==> src/rtl/rect_fill_writer_if.sv <==
// Command and RAM write-port bundle for rect_fill_writer.
// RECT_FILL_OUTLINE_EN adds the CMD_OUTLINE command bit.
interface rect_fill_writer_if #(
    parameter int X_LIMIT = 240,
    parameter int Y_LIMIT = 240
);
    localparam int XW = $clog2(X_LIMIT);
    localparam int YW = $clog2(Y_LIMIT);
    localparam int AW = XW + YW;

    // CMD_VALID/CMD_READY: a command transfers on the rising CLK edge where
    // both are high; the source holds all CMD_* fields stable while VALID is
    // high and not yet accepted, and VALID never waits on READY.
    logic          CMD_VALID;
    logic          CMD_READY;
    logic [XW-1:0] CMD_X0;
    logic [XW-1:0] CMD_X1;
    logic [YW-1:0] CMD_Y0;
    logic [YW-1:0] CMD_Y1;
    logic [7:0]    CMD_COLOR_R;
    logic [7:0]    CMD_COLOR_G;
    logic [7:0]    CMD_COLOR_B;
`ifdef RECT_FILL_OUTLINE_EN
    logic          CMD_OUTLINE;
`endif
    logic [AW-1:0] WRITE_RAM_ADDRESS;
    logic [7:0]    WRITE_RAM_COLOR_R;
    logic [7:0]    WRITE_RAM_COLOR_G;
    logic [7:0]    WRITE_RAM_COLOR_B;
    logic          WRITE_RAM;
    logic          BUSY;
    logic          DONE;

    modport master (
`ifdef RECT_FILL_OUTLINE_EN
        output CMD_OUTLINE,
`endif
        output CMD_VALID, CMD_X0, CMD_X1, CMD_Y0, CMD_Y1,
        output CMD_COLOR_R, CMD_COLOR_G, CMD_COLOR_B,
        input  CMD_READY, WRITE_RAM_ADDRESS, WRITE_RAM,
        input  WRITE_RAM_COLOR_R, WRITE_RAM_COLOR_G, WRITE_RAM_COLOR_B,
        input  BUSY, DONE
    );

    modport slave (
`ifdef RECT_FILL_OUTLINE_EN
        input  CMD_OUTLINE,
`endif
        input  CMD_VALID, CMD_X0, CMD_X1, CMD_Y0, CMD_Y1,
        input  CMD_COLOR_R, CMD_COLOR_G, CMD_COLOR_B,
        output CMD_READY, WRITE_RAM_ADDRESS, WRITE_RAM,
        output WRITE_RAM_COLOR_R, WRITE_RAM_COLOR_G, WRITE_RAM_COLOR_B,
        output BUSY, DONE
    );
endinterface

==> src/rtl/rect_fill_writer.sv <==
// Rectangle fill engine: one raster-order pixel write per clock into the frame buffer.
// Optional RECT_FILL_OUTLINE_EN: write only the border pixels when CMD_OUTLINE is set.
module rect_fill_writer #(
    parameter int X_LIMIT = 240,
    parameter int Y_LIMIT = 240
) (
    input  logic              CLK,
    input  logic              RESET_N,
    rect_fill_writer_if.slave bus,
    output logic [1:0]        STATE_DBG
);
    localparam int XW = $clog2(X_LIMIT);
    localparam int YW = $clog2(Y_LIMIT);
    localparam int AW = XW + YW;
    localparam logic [31:0]   X_LIM_U  = X_LIMIT;
    localparam logic [31:0]   Y_LIM_U  = Y_LIMIT;
    localparam logic [XW-1:0] X_MAX    = XW'(X_LIMIT - 1);
    localparam logic [YW-1:0] Y_MAX    = YW'(Y_LIMIT - 1);
    localparam logic [AW-1:0] ROW_STEP = AW'(X_LIMIT);

    typedef enum logic [1:0] {
        S_IDLE = 2'd0,
        S_FILL = 2'd1,
        S_FIN  = 2'd2
    } state_t;

    state_t        state_q, state_n;
    logic [XW-1:0] x_q, x_n, x0_q, x0_n, x1_q, x1_n;
    logic [YW-1:0] y_q, y_n, y1_q, y1_n;
    logic [AW-1:0] row_q, row_n;
    logic [AW-1:0] addr_q, addr_n;
    logic [7:0]    r_q, r_n, g_q, g_n, b_q, b_n;
    logic          wr_q, wr_n, busy_q, busy_n, done_q, done_n;
`ifdef RECT_FILL_OUTLINE_EN
    logic [YW-1:0] y0_q, y0_n;
    logic          outline_q, outline_n;
`endif

    logic [XW-1:0] cx0, cx1;
    logic [YW-1:0] cy0, cy1;
    logic          accept, empty, last_x, last_pix;

    // Out-of-range corners snap to the last visible column/row.
    assign cx0 = (32'(bus.CMD_X0) >= X_LIM_U) ? X_MAX : bus.CMD_X0;
    assign cx1 = (32'(bus.CMD_X1) >= X_LIM_U) ? X_MAX : bus.CMD_X1;
    assign cy0 = (32'(bus.CMD_Y0) >= Y_LIM_U) ? Y_MAX : bus.CMD_Y0;
    assign cy1 = (32'(bus.CMD_Y1) >= Y_LIM_U) ? Y_MAX : bus.CMD_Y1;

    assign accept   = bus.CMD_VALID && (state_q == S_IDLE);
    assign empty    = (cx0 > cx1) || (cy0 > cy1);
    assign last_x   = (x_q == x1_q);
    assign last_pix = last_x && (y_q == y1_q);

    always_ff @(posedge CLK or negedge RESET_N) begin
        if (!RESET_N) state_q <= S_IDLE;
        else          state_q <= state_n;
    end

    always_comb begin
        state_n = state_q;
        x_n     = x_q;
        y_n     = y_q;
        x0_n    = x0_q;
        x1_n    = x1_q;
        y1_n    = y1_q;
        row_n   = row_q;
        addr_n  = addr_q;
        r_n     = r_q;
        g_n     = g_q;
        b_n     = b_q;
        wr_n    = 1'b0;
        busy_n  = busy_q;
        done_n  = 1'b0;
`ifdef RECT_FILL_OUTLINE_EN
        y0_n      = y0_q;
        outline_n = outline_q;
`endif
        case (state_q)
            S_IDLE: begin
                if (accept) begin
                    busy_n = 1'b1;
                    x0_n   = cx0;
                    x1_n   = cx1;
                    y1_n   = cy1;
                    x_n    = cx0;
                    y_n    = cy0;
                    row_n  = AW'(32'(cy0) * X_LIM_U);
`ifdef RECT_FILL_OUTLINE_EN
                    y0_n      = cy0;
                    outline_n = bus.CMD_OUTLINE;
`endif
                    if (empty) begin
                        state_n = S_FIN;
                        done_n  = 1'b1;
                    end else begin
                        // The first pixel (X0,Y0) is always on the border.
                        state_n = S_FILL;
                        wr_n    = 1'b1;
                        addr_n  = row_n + AW'(cx0);
                        r_n     = bus.CMD_COLOR_R;
                        g_n     = bus.CMD_COLOR_G;
                        b_n     = bus.CMD_COLOR_B;
                    end
                end
            end
            S_FILL: begin
                if (last_pix) begin
                    state_n = S_FIN;
                    done_n  = 1'b1;
                end else begin
                    if (last_x) begin
                        x_n   = x0_q;
                        y_n   = y_q + 1'b1;
                        row_n = row_q + ROW_STEP;
                    end else begin
                        x_n = x_q + 1'b1;
                    end
                    addr_n = row_n + AW'(x_n);
`ifdef RECT_FILL_OUTLINE_EN
                    wr_n = !outline_q || (x_n == x0_q) || (x_n == x1_q) ||
                           (y_n == y0_q) || (y_n == y1_q);
`else
                    wr_n = 1'b1;
`endif
                end
            end
            S_FIN: begin
                state_n = S_IDLE;
                busy_n  = 1'b0;
            end
            default: begin
                state_n = S_IDLE;
                busy_n  = 1'b0;
            end
        endcase
    end

    always_ff @(posedge CLK or negedge RESET_N) begin
        if (!RESET_N) begin
            x_q    <= '0;
            y_q    <= '0;
            x0_q   <= '0;
            x1_q   <= '0;
            y1_q   <= '0;
            row_q  <= '0;
            addr_q <= '0;
            r_q    <= '0;
            g_q    <= '0;
            b_q    <= '0;
            wr_q   <= 1'b0;
            busy_q <= 1'b0;
            done_q <= 1'b0;
`ifdef RECT_FILL_OUTLINE_EN
            y0_q      <= '0;
            outline_q <= 1'b0;
`endif
        end else begin
            x_q    <= x_n;
            y_q    <= y_n;
            x0_q   <= x0_n;
            x1_q   <= x1_n;
            y1_q   <= y1_n;
            row_q  <= row_n;
            addr_q <= addr_n;
            r_q    <= r_n;
            g_q    <= g_n;
            b_q    <= b_n;
            wr_q   <= wr_n;
            busy_q <= busy_n;
            done_q <= done_n;
`ifdef RECT_FILL_OUTLINE_EN
            y0_q      <= y0_n;
            outline_q <= outline_n;
`endif
        end
    end

    assign bus.CMD_READY         = (state_q == S_IDLE);
    assign bus.WRITE_RAM_ADDRESS = addr_q;
    assign bus.WRITE_RAM_COLOR_R = r_q;
    assign bus.WRITE_RAM_COLOR_G = g_q;
    assign bus.WRITE_RAM_COLOR_B = b_q;
    assign bus.WRITE_RAM         = wr_q;
    assign bus.BUSY              = busy_q;
    assign bus.DONE              = done_q;
    assign STATE_DBG             = state_q;
endmodule

==> src/flat_wrapper.sv <==
// flat-port wrapper written by rule: the top's interface ports become plain ports
module rect_fill_writer_flat 
#(
    parameter int X_LIMIT = 240,
    parameter int Y_LIMIT = 240
)
  (CLK, RESET_N, STATE_DBG, bus_CMD_VALID, bus_CMD_X0, bus_CMD_X1, bus_CMD_Y0, bus_CMD_Y1, bus_CMD_COLOR_R, bus_CMD_COLOR_G, bus_CMD_COLOR_B, bus_CMD_READY, bus_WRITE_RAM_ADDRESS, bus_WRITE_RAM, bus_WRITE_RAM_COLOR_R, bus_WRITE_RAM_COLOR_G, bus_WRITE_RAM_COLOR_B, bus_BUSY, bus_DONE);
  rect_fill_writer_if #(.X_LIMIT(X_LIMIT), .Y_LIMIT(Y_LIMIT)) bus_i ();
  input  logic CLK;
  input  logic RESET_N;
  output logic [1:0] STATE_DBG;
  input wire logic [$bits(bus_i.CMD_VALID)-1:0] bus_CMD_VALID;
  input wire logic [$bits(bus_i.CMD_X0)-1:0] bus_CMD_X0;
  input wire logic [$bits(bus_i.CMD_X1)-1:0] bus_CMD_X1;
  input wire logic [$bits(bus_i.CMD_Y0)-1:0] bus_CMD_Y0;
  input wire logic [$bits(bus_i.CMD_Y1)-1:0] bus_CMD_Y1;
  input wire logic [$bits(bus_i.CMD_COLOR_R)-1:0] bus_CMD_COLOR_R;
  input wire logic [$bits(bus_i.CMD_COLOR_G)-1:0] bus_CMD_COLOR_G;
  input wire logic [$bits(bus_i.CMD_COLOR_B)-1:0] bus_CMD_COLOR_B;
  output wire logic [$bits(bus_i.CMD_READY)-1:0] bus_CMD_READY;
  output wire logic [$bits(bus_i.WRITE_RAM_ADDRESS)-1:0] bus_WRITE_RAM_ADDRESS;
  output wire logic [$bits(bus_i.WRITE_RAM)-1:0] bus_WRITE_RAM;
  output wire logic [$bits(bus_i.WRITE_RAM_COLOR_R)-1:0] bus_WRITE_RAM_COLOR_R;
  output wire logic [$bits(bus_i.WRITE_RAM_COLOR_G)-1:0] bus_WRITE_RAM_COLOR_G;
  output wire logic [$bits(bus_i.WRITE_RAM_COLOR_B)-1:0] bus_WRITE_RAM_COLOR_B;
  output wire logic [$bits(bus_i.BUSY)-1:0] bus_BUSY;
  output wire logic [$bits(bus_i.DONE)-1:0] bus_DONE;
  assign bus_i.CMD_VALID = bus_CMD_VALID;
  assign bus_i.CMD_X0 = bus_CMD_X0;
  assign bus_i.CMD_X1 = bus_CMD_X1;
  assign bus_i.CMD_Y0 = bus_CMD_Y0;
  assign bus_i.CMD_Y1 = bus_CMD_Y1;
  assign bus_i.CMD_COLOR_R = bus_CMD_COLOR_R;
  assign bus_i.CMD_COLOR_G = bus_CMD_COLOR_G;
  assign bus_i.CMD_COLOR_B = bus_CMD_COLOR_B;
  assign bus_CMD_READY = bus_i.CMD_READY;
  assign bus_WRITE_RAM_ADDRESS = bus_i.WRITE_RAM_ADDRESS;
  assign bus_WRITE_RAM = bus_i.WRITE_RAM;
  assign bus_WRITE_RAM_COLOR_R = bus_i.WRITE_RAM_COLOR_R;
  assign bus_WRITE_RAM_COLOR_G = bus_i.WRITE_RAM_COLOR_G;
  assign bus_WRITE_RAM_COLOR_B = bus_i.WRITE_RAM_COLOR_B;
  assign bus_BUSY = bus_i.BUSY;
  assign bus_DONE = bus_i.DONE;
  rect_fill_writer #(.X_LIMIT(X_LIMIT), .Y_LIMIT(Y_LIMIT)) u_core (.CLK(CLK), .RESET_N(RESET_N), .bus(bus_i), .STATE_DBG(STATE_DBG));
endmodule
==> config.mk <==
export PLATFORM = sky130hd
export DESIGN_NAME = rect_fill_writer_flat
export DESIGN_NICKNAME = d
export VERILOG_FILES = /design/src/rtl/rect_fill_writer_if.sv /design/src/rtl/rect_fill_writer.sv /design/src/flat_wrapper.sv
export SDC_FILE = /design/constraint.sdc
export NUM_CORES = 1
export LEC_CHECK = 0
export ABC_AREA = 1
export CAP_MARGIN = 20
export CORE_MARGIN = 3
export CORE_UTILIZATION = 60
export DETAILED_ROUTE_END_ITERATION = 12
export PLACE_DENSITY = 0.88
export SETUP_SLACK_MARGIN = 0.2
export SYNTH_ARGS = -nofsm -noshare
export SYNTH_HDL_FRONTEND = slang
export SYNTH_SLANG_ARGS = --single-unit
==> constraint.sdc <==
create_clock -name CLK -period 6.3 [get_ports CLK]
set_input_delay 0.63 -clock CLK [delete_from_list [all_inputs] [get_ports CLK]]
set_output_delay 0.63 -clock CLK [all_outputs]
set_load 0.01 [all_outputs]
# After elaboration in Yosys (flattened, before gate mapping)
# Cells that the tools add are included.
# totals
regBits,101
output_inout_bits,46
# classes
addsub,5
mul,1
magnitude_cmp,6
eq_ne,8
n_mux,38
bitwise_logic,2
reduce_logical,12
# ops
operator,count
$mux 16,8
$mux 8,12
$pmux 16 s2,2
$add 16x8->16,2
$ge 8x8->1 const B,4
$pmux 8 s2,2
$add 16x8->16 const B,1
$add 8x1->8 const B,2
$eq 8x8->1,2
$gt 8x8->1,2
$mul 8x4->12 const B,1
$reduce_and 4->1,2
$mux 1,7
$mux 2,3
$ne 2x1->1 const B,3
$pmux 1 s2,3
$reduce_and 2->1,3
$reduce_and 3->1,2
$ne 2x2->1 const B,2
$pmux 2 s2,1
$eq 2x1->1 const B,1
$logic_and 1x1->1,2
$logic_not 2->1,1
$not 1->1,2
2 further kinds,2

# Logic depth before layout (Yosys ltp)
# Gate-level depths: netlist (run 1).
# depth
ltp_word,7
mapped_depth,28
ltp_nobuf,28

# Worst setup path after synthesis (run 1)
# OpenSTA, ideal clock, no wires.
# synth_path
kind,input-to-reg
startpoint,input port bus_CMD_Y0[6]
endpoint,"register u_core.addr_q[14], in the netlist u_core.bus.WRITE_RAM_ADDRESS[14]"
setup_ns,0.116
t_arrival_ns,4.060
slack_ns,2.123
cell_stages,20
path_buffers,0
cell_sequence,ha_1 > nand3_4 > nand2_1 > fa_1 > fa_1 > inv_1 > fa_1 > inv_1 > ha_1 > nand2_1 > o21ai_0 > nand3_1 > nor2_1 > nand2_1 > nor2_1 > nand3_1 > nand3_1 > nand3_1 > nand2_1 > nand2_1
# synth_between
elab_chain_len,7
# synth_lines
item,line,text
"start, declared",flat_wrapper.sv:15,input wire logic [$bits(bus_i.CMD_Y0)-1:0] bus_CMD_Y0;
$ge 8x8->1,rect_fill_writer.sv:46,assign cy0 = (32'(bus.CMD_Y0) >= Y_LIM_U) ? Y_MAX : bus.CMD_Y0;
$mux 8 *,rect_fill_writer.sv:46,
$mul 8x4->12,rect_fill_writer.sv:87,row_n = AW'(32'(cy0) * X_LIM_U);
$add 16x8->16,rect_fill_writer.sv:99,addr_n = row_n + AW'(cx0);
$mux 16,rect_fill_writer.sv:92,if (empty) begin
$mux 16,rect_fill_writer.sv:80,if (accept) begin
$pmux 16 s2,rect_fill_writer.sv:78,case (state_q)
"end signal, assigned",rect_fill_writer.sv:164,addr_q <= addr_n;
"end, declared",rect_fill_writer.sv:31,"logic [AW-1:0] addr_q, addr_n;"
# Every way passes the cells marked *; elsewhere a longest branch is shown, timed or not. The select of a mux whose other input is x is not followed.
# A chain may end at the register's enable or synchronous reset.

# Final worst setup path (run 1)
# layout_path
startpoint,input port bus_CMD_Y0[7]
endpoint,"register u_core.addr_q[14], in the netlist u_core.bus.WRITE_RAM_ADDRESS[14]"
# The elaborated chain is that of the path after synthesis.

==> metrics.csv, run 1 <==
metric;value;unit
Final ANT Viol Nets;0;
sw frac;46.4;%
met3 WL;1070;um
Worst EP arrival;4.90;ns
setup repair bufs after CTS;0;
clock root buffer;clkbuf_16;
Die Width;114;um
Worst path most repeated cell;nand2_1;
internal power;2.14;mW
commonest non-fill, non-tap cell in the layout;nand2_1;
area grow syn2layout;19.2;%
GR Util All Layers;28.6;%
vias per cell;5.45;
slowest CP cell;fa_1;
number of CTS-inserted buffers;9;
Worst Path Required;6.55;ns
Hold-fix buffers, CTS;0;
drt total wl;17900;um
NetSw;1.85;mW
RSZ-0062 raised after global routing;no;
effective utilization at floorplan;63.2;%
top routing layer used;met4;
DRT iter0 DRCs;644;
Port Buffers;104;
largest net degree at the start of global routing;64;
Final Hold Viols;0;
post-synthesis cell area;7060;sq um
relative slew slack;45.2;%
proportion of synthesized area in mux cells;0.159;%
Crit Reg-Reg Endpoint;u_core.bus.WRITE_RAM_ADDRESS[15]$_DFFE_PN0P_;
layout cells sized above 1;5.45;%
status;completed;
Post-Synthesis Cells;992;
HPWL after detailed placement;13500;um
sequential power share;29.4;%
CTS tree;yes;
CP max stage delay;0.53;ns
Compound-Gate Fraction of Synth Area;11.2;%
aggregate global routing overflow;0;
WL met1;7760;um
Vias;6667;
FF-to-FF Start;u_core.x_q[7]$_DFFE_PN0P_;
clk_lat worst skew;0.36;ns
Std-Cell Rows;38;
cell depth of the worst flop-to-flop path;18;
diode count;0;
Max Cap Viol;0;
Netlist cell types;42;
Worst-path clk slew;0.07;ns
Final min period;4.64;ns
commonest cells after routing, fill and taps aside;nand2_1 (310), inv_1 (123), clkdlybuf4s50_1 (103), dfrtp_1 (97), nor2_1 (83);
clk buf depth;2;
Reg2Reg Setup Slack;2.92;ns
first-pass GRT wire length;30100;um
worst slew pin tran;0.821;ns
Peak Freq;215;MHz
crit share post-route;73.7;%
Slew Limit Fails;0;
Core ar.;11200;sq um
Hold Path Class;primary input to async pin;
register bit total from synthesis;97;
WHS;0.217;ns
Routed met2 length;8690;um
Mean Syn Cell Area;7.12;sq um
Worst IR Drop VDD;275;uV
die area;13100;sq um
Multi-input gate area;3970;sq um
CTS H-tree depth;3;
CP endpoint kind;register;
Worst setup SP type;primary input;
TritonRoute pass-1 iters;5;
crit-path cells;clkdlybuf4s50_1 -> ha_1 -> nand3_4 -> nand2_1 -> fa_1 -> fa_1 -> inv_1 -> fa_1 -> inv_1 -> ha_1 -> nand2_1 -> o21ai_0 -> nand3_1 -> nor2_1 -> nand2_1 -> nor2_1 -> nand3_1 -> nand3_1 -> nand3_1 -> nand2_1 -> nand2_1;
main combinational cell family by area after synthesis;simple AND/OR/NAND/NOR gates;
Post-Synth Simple-Gate Area;29.7;%
register area share after synthesis;34.4;%
critical path class;primary input to register;
RePlAce Congestion;0.923;
Leak;4.28;nW
skew final;0.00732;ns
Ports;105;
Setup TNS;0;ns
post-CTS resize count;0;
Ys Warns;0;
power density over the cells;474;nW/um^2
clock sinks;97;
Synth Net Count;1105;
drc violations;0;
fill count;851;
Synth Area in XOR/XNOR;4.34;%
Combinational Power Share;57.1;%
crit path max fanout;8;
Clk pwr share;13.5;%
fin nets;1191;
Adder-Cell Fraction of Synth Area;10.6;%
Final setup viols;0;
FF/Latch Area;2430;sq um
vias in the first global route;6356;
wire per inst;14.7;um
antenna violations before repair;0;
Die Y-Extent;114;um
metal layers:
layer  track usage, %  vias to the layer above
met2             46.1                      211
met1             38.8                     3088
met5                0                        -
li1                 -                     3333
met3             5.07                       35
met4             10.2                        0
power groups by stage:
| stage | Combinational (mW) | Clock, mW | Sequential, mW |
|---|---|---|---|
| 2_1_floorplan | 1.51 | 0 | 1.18 |
| 4_1_cts | 2.26 | 0.539 | 1.17 |
| 3_3_place_gp | 2.18 | 0 | 1.17 |
| 5_1_grt | 2.57 | 0.568 | 1.22 |
| 3_5_place_dp | 2.25 | 0 | 1.17 |
| 6_report | 2.28 | 0.538 | 1.17 |
worst max-delay path by stage:
stage	start	to	slack [ns]	cells past startpoint
floorplan	bus_CMD_Y0[6]	u_core.bus.WRITE_RAM_ADDRESS[14]$_DFFE_PN0P_	2.12	20
global placement	bus_CMD_Y0[7]	u_core.bus.WRITE_RAM_ADDRESS[14]$_DFFE_PN0P_	1.43	21
detailed placement	bus_CMD_Y0[7]	u_core.bus.WRITE_RAM_ADDRESS[14]$_DFFE_PN0P_	1.32	21
CTS	bus_CMD_Y0[7]	u_core.bus.WRITE_RAM_ADDRESS[14]$_DFFE_PN0P_	1.68	21
global route	bus_CMD_Y0[7]	u_core.bus.WRITE_RAM_ADDRESS[15]$_DFFE_PN0P_	1.28	25
finish	bus_CMD_Y0[7]	u_core.bus.WRITE_RAM_ADDRESS[14]$_DFFE_PN0P_	1.66	21
cell usage after synthesis:
master / instances / share of area, %
clkinv_1: 1 / 0.053
nand4_1: 14 / 1.2
nor2_2: 2 / 0.18
a21oi_1: 26 / 1.8
o21ai_2: 1 / 0.12
o211ai_1: 10 / 1.1
or2_2: 9 / 0.80
o21bai_1: 3 / 0.32
o21ai_1: 7 / 0.50
xor2_1: 24 / 3.0
o21a_1: 1 / 0.11
nand3_1: 48 / 3.4
nor2_4: 2 / 0.32
nand3_2: 2 / 0.28
dfrtp_1: 97 / 34
a21o_1: 2 / 0.21
nand3b_1: 1 / 0.11
nand3_4: 2 / 0.50
a31oi_1: 12 / 1.1
nand2_4: 2 / 0.32
fa_1: 10 / 2.8
nor2_1: 84 / 4.5
buf_6: 4 / 0.64
nor3_1: 9 / 0.64
buf_2: 6 / 0.43
a21boi_0: 1 / 0.11
conb_1: 1 / 0.053
inv_1: 123 / 6.5
ha_1: 44 / 7.8
a21oi_2: 1 / 0.12
xnor2_1: 11 / 1.4
nor4_1: 2 / 0.18
clkbuf_2: 1 / 0.071
clkbuf_1: 19 / 1.0
nand2_2: 9 / 0.80
a211oi_1: 1 / 0.11
o22ai_1: 8 / 0.71
o21ai_0: 70 / 5.0
nand2_1: 310 / 16
inv_2: 7 / 0.37
buf_4: 4 / 0.43
mux2_1: 1 / 0.16
registers in the layout, indices dropped and copies added (netlist names):
name and cells:
u_core.STATE_DBG 2, u_core.bus.BUSY 1, u_core.bus.DONE 1, u_core.bus.WRITE_RAM 1, u_core.bus.WRITE_RAM_ADDRESS 16, u_core.bus.WRITE_RAM_COLOR_B 8, u_core.bus.WRITE_RAM_COLOR_G 8, u_core.bus.WRITE_RAM_COLOR_R 8
u_core.row_q 12, u_core.x0_q 8, u_core.x1_q 8, u_core.x_q 8, u_core.y1_q 8, u_core.y_q 8
stage by stage:
stage / worst slack, ns / util [%] / std cells / power [mW] / instance area, sq um
2_1_floorplan: 2.12 / - / 992 / 2.70 / 7060
3_3_place_gp: 1.43 / 72.8 / 1207 / 3.35 / 8140
3_5_place_dp: 1.32 / 72.8 / 1207 / 3.42 / 8140
4_1_cts: 1.68 / 75.4 / 1223 / 3.97 / 8420
5_1_grt: 1.28 / 75.4 / 1223 / 4.35 / 8420
6_report: 1.66 / 75.4 / 1223 / 3.99 / 8420
worst max-delay path, delay by kind of cell:
family / cells / cell delay (ns)
AO/OA/AOI/OAI: 1 / 0.24
adder cells (fa/ha/maj): 5 / 2.10
buffers and inverters: 3 / 0.62
AND/OR/NAND/NOR: 12 / 1.31
logic make-up after synthesis:
group	count (synthesis)
AND/OR/NAND/NOR	496
AO/OA/AOI/OAI	143
XOR/XNOR	35
flip-flops	97
multiplexers	1
buffers and inverters	165
adder cells (fa/ha/maj)	54
other	1
final cells by class:
type                       count  share of cell area, %
clock buffer                  12                   3.05
multi-input combinational    730                   47.1
inverter                     131                   5.84
clock inverter                 4                  0.327
tap                          140                   2.08
timing repair buffer         109                   12.8
sequential                    97                   28.8
Note: power is estimated with default switching activity, not from simulation.
==> run 2, diff against run 1 <==
CORE_UTILIZATION = 50   (was 60)
PLACE_DENSITY = 0.78   (was 0.88)
clock period = 3.93 ns   (was 6.3 ns; I/O delays follow)
==> metrics.csv, run 2 (same netlist as run 1, synthesis figures left out) <==
metric;value;unit;change
status;completed;;
Port Buffers;104;;unchanged
Std-Cell Rows;42;;+11%
Final ANT Viol Nets;0;;unchanged
Final Instance Area;9170;sq um;+8.9%
first-pass GRT wire length;31200;um;+3.8%
CTS H-tree depth;3;;unchanged
GR Util All Layers;24.2;%;-4.4 points
clock root buffer;clkbuf_16;;
area grow syn2layout;29.8;%;
Leak;4.63;nW;+8.3%
CTS tree;yes;;
Crit Reg-Reg Endpoint;u_core.bus.WRITE_RAM_ADDRESS[15]$_DFFE_PN0P_;;
worst slew pin tran;0.790;ns;-0.0313 ns
final core utilization;67.9;%;-7.5 points
Final min period;3.57;ns;
vias in the first global route;6551;;+3.1%
Worst-path clk slew;0.06;ns;about the same
final setup margin;0.356;ns;-1.30 ns
Die Width;125;um;+9.0%
vias per cell;5.21;;-4.5%
skew final;0.00944;ns;+0.00212 ns
TritonRoute pass-1 iters;5;;unchanged
clock sinks;97;;unchanged
relative slew slack;47.2;%;+2.0 points
Ports;105;;unchanged
Peak Freq;280;MHz;
fin nets;1254;;+5.3%
clk buf depth;2;;unchanged
crit share post-route;90.9;%;
number of CTS-inserted buffers;9;;unchanged
FF-to-FF Start;u_core.x_q[4]$_DFFE_PN0P_;;
crit path max fanout;4;;-4
Hold Path Class;primary input to async pin;;
max reg flops;16;;unchanged
fill count;1120;;+32%
diode count;0;;unchanged
Area after DPL;8610;sq um;+5.8%
fin cells;1322;;+8.1%
WHS;0.436;ns;+0.219 ns
Core ar.;13500;sq um;+21%
HPWL after detailed placement;14100;um;+4.6%
Worst IR Drop VDD;365;uV;+33%
Die Y-Extent;125;um;+9.0%
Setup WS pre-CTS;-0.409;ns;-1.73 ns
largest net degree at the start of global routing;78;;+22%
RSZ-0062 raised after global routing;no;;
Vias;6882;;+3.2%
drt total wl;18800;um;+4.9%
Reg2Reg Setup Slack;0.62;ns;-2.30 ns
layout cells sized above 1;14.0;%;+8.5 points
Final Hold Viols;0;;unchanged
drc violations;0;;unchanged
effective utilization at floorplan;52.3;%;-11 points
Worst EP arrival;3.82;ns;-1.08 ns
wire per inst;14.2;um;-2.9%
Critical path origin;bus_CMD_Y0[2];;
commonest cells after routing, fill and taps aside;nand2_1 (303), inv_1 (117), clkdlybuf4s50_1 (97), dfrtp_1 (97), nor2_1 (79);;
Final setup viols;0;;unchanged
DP Cell Count;1295;;+7.3%
Max Cap Viol;0;;unchanged
DRT iter0 DRCs;443;;-31%
aggregate global routing overflow;0;;unchanged
antenna violations before repair;0;;unchanged
die area;15600;sq um;+19%
cell depth of the worst flop-to-flop path;21;;+3
Worst setup SP type;primary input;;
RePlAce Congestion;0.910;;-1.4%
commonest non-fill, non-tap cell in the layout;nand2_1;;
Slew Limit Fails;0;;unchanged
Worst Path Required;4.17;ns;-2.38 ns
CP endpoint kind;register;;
power density over the cells;743;nW/um^2;+57%
critical path class;primary input to register;;
clk_lat worst skew;0.36;ns;about the same
-- run 2: cell count changes in the layout (fill, tap and decap cells not counted), sizes merged, moves of 2 or more --
cell,previous run,this run
dlygate4sd2,0,2
buf,6,68
dlymetal6s2s,0,2
clkdlybuf4s50,103,97
-- run 2: layer usage --
| layer | routed length [um] | up-vias | track usage [%] |
|---|---|---|---|
| li1 | - | 3442 | - |
| met1 | 8150 | 3217 | 32.3 |
| met2 | 9190 | 193 | 40.3 |
| met3 | 1030 | 30 | 4.29 |
| met4 | 455 | 0 | 7.21 |
| met5 | 0 | - | 0 |
-- run 2: worst max-delay path by stage --
stage	endpoint	slack (ns)	cells past startpoint
floorplan	u_core.bus.WRITE_RAM_ADDRESS[15]$_DFFE_PN0P_	0.21	25
global placement	u_core.bus.WRITE_RAM_ADDRESS[15]$_DFFE_PN0P_	-0.33	21
detailed placement	u_core.bus.WRITE_RAM_ADDRESS[15]$_DFFE_PN0P_	-0.41	21
CTS	u_core.bus.WRITE_RAM_ADDRESS[14]$_DFFE_PN0P_	0.21	21
global route	u_core.bus.WRITE_RAM_ADDRESS[15]$_DFFE_PN0P_	0.14	26
finish	u_core.bus.WRITE_RAM_ADDRESS[15]$_DFFE_PN0P_	0.36	20
-- run 2: repair_timing --
item,CTS,global route
hold buffers,0,1
endpoints found under the setup margin,5,11
buffers inserted,8,1
resized for setup,11,34
hold endpoints to repair,0,11
pin swaps,9,15
-- run 2: critical path, cell delays in order --
cell	delay, ns
clkdlybuf4s50_1	0.48
inv_2	0.05
nand2_4	0.06
fa_1	0.45
fa_1	0.52
inv_1	0.05
fa_1	0.49
inv_2	0.05
ha_4	0.27
nand2_1	0.07
a21oi_2	0.17
nand2_2	0.09
nor2_4	0.14
nand3_2	0.10
nor2_2	0.11
nand2_1	0.05
nand2_1	0.07
nor2_1	0.04
nor2_1	0.10
nor2_1	0.05
-- run 2: report_power, final --
part	total (mW)	switching [mW]	internal, mW
logic	4.04	2.31	1.73
clock network	0.893	0.397	0.496
registers	1.88	0.383	1.50
total	6.81	3.09	3.72
-- run 2: area by class of cell --
class                      instances  area [sq um]  area share [%]
timing repair buffer             172          1560            17.1
clock buffer                      10           229            2.50
tap                              176           220            2.40
clock inverter                     6          67.6           0.737
sequential                        97          2430            26.5
multi-input combinational        730          4170            45.5
inverter                         131           492            5.36
-- run 2: through the flow --
| step | TNS [ns] | power (mW) |
|---|---|---|
| 3_5_place_dp | -2.37 | 5.72 |
| 6_report | 0 | 6.81 |
| 4_1_cts | 0 | 6.67 |
| 5_1_grt | 0 | 7.43 |
| 2_1_floorplan | 0 | 4.34 |
| 3_3_place_gp | -1.48 | 5.62 |
==> run 3, diff against run 2 <==
GPL_TIMING_DRIVEN = 0   (was not set)
SLEW_MARGIN = 30   (was not set)
==> metrics.csv, run 3 (same netlist as run 1, synthesis figures left out) <==
metric;value;unit;change
status;completed;;
Area after DPL;8390;sq um;-2.5%
Max Cap Viol;0;;unchanged
Std-Cell Rows;42;;unchanged
RSZ-0062 raised after global routing;yes;;
worst slew pin tran;0.650;ns;-0.140 ns
total power;6.96;mW;+2.2%
GR Util All Layers;26.3;%;+2.1 points
power density over the cells;766;nW/um^2;+3.0%
fill count;1151;;+2.8%
HPWL after detailed placement;15400;um;+9.3%
CTS tree;yes;;
commonest non-fill, non-tap cell in the layout;nand2_1;;
most used routing layer;met2;;
largest net degree at the start of global routing;68;;-13%
critical path class;primary input to register;;
Worst Path Required;4.23;ns;+0.06 ns
commonest cells after routing, fill and taps aside;nand2_1 (300), inv_1 (115), clkdlybuf4s50_1 (97), dfrtp_1 (97), nor2_1 (80);;
first-pass GRT wire length;33500;um;+7.4%
fin nets;1248;;-0.48%
GR Util met1;35.3;%;+2.9 points
CTS H-tree depth;3;;unchanged
WHS;0.471;ns;+0.0354 ns
wire per inst;15.5;um;+9.1%
area grow syn2layout;28.7;%;
RePlAce Congestion;0.968;;+6.4%
Final setup viols;0;;unchanged
drc violations;0;;unchanged
Die Width;125;um;unchanged
M2 GR Usage;42.5;%;+2.2 points
Peak Freq;276;MHz;-1.2%
Slew Limit Fails;0;;unchanged
relative slew slack;56.6;%;+9.4 points
Final ANT Viol Nets;0;;unchanged
final core utilization;67.3;%;-0.57 points
skew final;0.00710;ns;-0.00234 ns
Worst IR Drop VDD;437;uV;+20%
Ports;105;;unchanged
Hold Path Class;register to register;;
Core ar.;13500;sq um;unchanged
crit path max fanout;4;;unchanged
clock sinks;97;;unchanged
Die Y-Extent;125;um;unchanged
DRT iter0 DRCs;562;;+27%
layout cells sized above 1;12.5;%;-1.4 points
max reg flops;16;;unchanged
effective utilization at floorplan;52.3;%;unchanged
Leak;4.55;nW;-1.6%
die area;15600;sq um;unchanged
drt total wl;20400;um;+8.6%
Port Buffers;104;;unchanged
diode count;0;;unchanged
Worst EP arrival;3.92;ns;+0.10 ns
Worst setup SP type;primary input;;
clock root buffer;clkbuf_16;;
vias per cell;5.37;;+3.1%
TritonRoute pass-1 iters;6;;+1
Final Instance Area;9090;sq um;-0.83%
Final min period;3.62;ns;+0.0447 ns
aggregate global routing overflow;0;;unchanged
vias in the first global route;6803;;+3.8%
crit share post-route;92.1;%;+1.1 points
number of CTS-inserted buffers;9;;unchanged
clk_lat worst skew;0.35;ns;about the same
CP endpoint kind;register;;
clk buf depth;2;;unchanged
met3 Use GR;5.53;%;+1.2 points
antenna violations before repair;1;;+1
Final Hold Viols;0;;unchanged
Worst-path clk slew;0.07;ns;about the same
Vias;7064;;+2.6%
==> run 3: cell count changes in the layout (fill, tap and decap cells not counted), sizes merged <==
cell,change
buf,-23
clkbuf,+19
bufinv,+1
clkinv,+1
clkinvlp,-1
dlygate4sd2,-1
dlymetal6s2s,-1
inv,-1
==> run 3: what timing repair did <==
item / 4_1_cts / 5_1_grt
setup endpoints to repair: 12 / 38
pin swaps: 19 / 21
resized for setup: 32 / 37
hold buffers: 1 / 0
buffers inserted: 15 / 11
cloned: 0 / 0
hold endpoints to repair: 30 / 0
==> run 3: cell type report <==
cell class	instances	area (sq um)	share of cell area, %
Buffer	34	188	2.06
Clock buffer	10	229	2.52
Clock inverter	6	82.6	0.908
Inverter	131	492	5.41
Multi-Input combinational cell	730	4180	46.0
Sequential cell	97	2430	26.7
Tap cell	176	220	2.42
Timing Repair Buffer	132	1270	14.0
==> run 3: worst paths after layout <==
check,from,endpoint,slack (ns),cells past startpoint
max,bus_CMD_Y0[0],u_core.bus.WRITE_RAM_ADDRESS[14]$_DFFE_PN0P_,0.31,21
min,u_core.bus.WRITE_RAM_ADDRESS[0]$_DFFE_PN0P_,u_core.bus.WRITE_RAM_ADDRESS[0]$_DFFE_PN0P_,0.47,2
max reg2reg,u_core.x_q[6]$_DFFE_PN0P_,u_core.bus.WRITE_RAM_ADDRESS[15]$_DFFE_PN0P_,0.48,22
min reg2reg,u_core.bus.WRITE_RAM_ADDRESS[0]$_DFFE_PN0P_,u_core.bus.WRITE_RAM_ADDRESS[0]$_DFFE_PN0P_,0.47,2
max in group asynchronous,RESET_N,u_core.y_q[6]$_DFFE_PN0P_,2.80,3
min in group asynchronous,RESET_N,u_core.bus.WRITE_RAM_COLOR_B[4]$_DFFE_PN0P_,0.48,2
==> run 3: metal layers <==
metal,wire [um],vias up
met3,1440,47
met1,8830,3310
met4,572,2
met5,13,-
met2,9590,257
li1,-,3448
==> run 3: power by group <==
part / leakage [nW] / switching, mW / total (mW) / internal, mW
logic: 3.22 / 2.46 / 4.15 / 1.69
registers: 1.18 / 0.367 / 1.87 / 1.50
clock network: 0.152 / 0.393 / 0.948 / 0.555
total: 4.55 / 3.22 / 6.96 / 3.74
==> run 3: critical path: stages <==
cell and delay (ns):
clkdlybuf4s50_1 0.45, inv_1 0.06, nand2_4 0.07, fa_2 0.47, fa_1 0.53, inv_2 0.04
fa_1 0.49, inv_2 0.05, ha_4 0.29, nand2_2 0.05, o21ai_2 0.15, nand3_2 0.10
nor2_1 0.12, nand2_1 0.10, nor2_2 0.12, nand2_1 0.06, nand2_1 0.08, nand3_2 0.09
nand3_2 0.09, nand2_1 0.05, nand2_1 0.06
==> run 3: metrics by stage <==
stage,TNS [ns],std cells,setup slack [ns]
finish,0,1316,0.311
CTS,0,1305,0.206
floorplan,0,992,0.206
detailed placement,-5.31,1273,-0.707
global route,0,1316,0.0126
global placement,-134.66,1272,-1.35
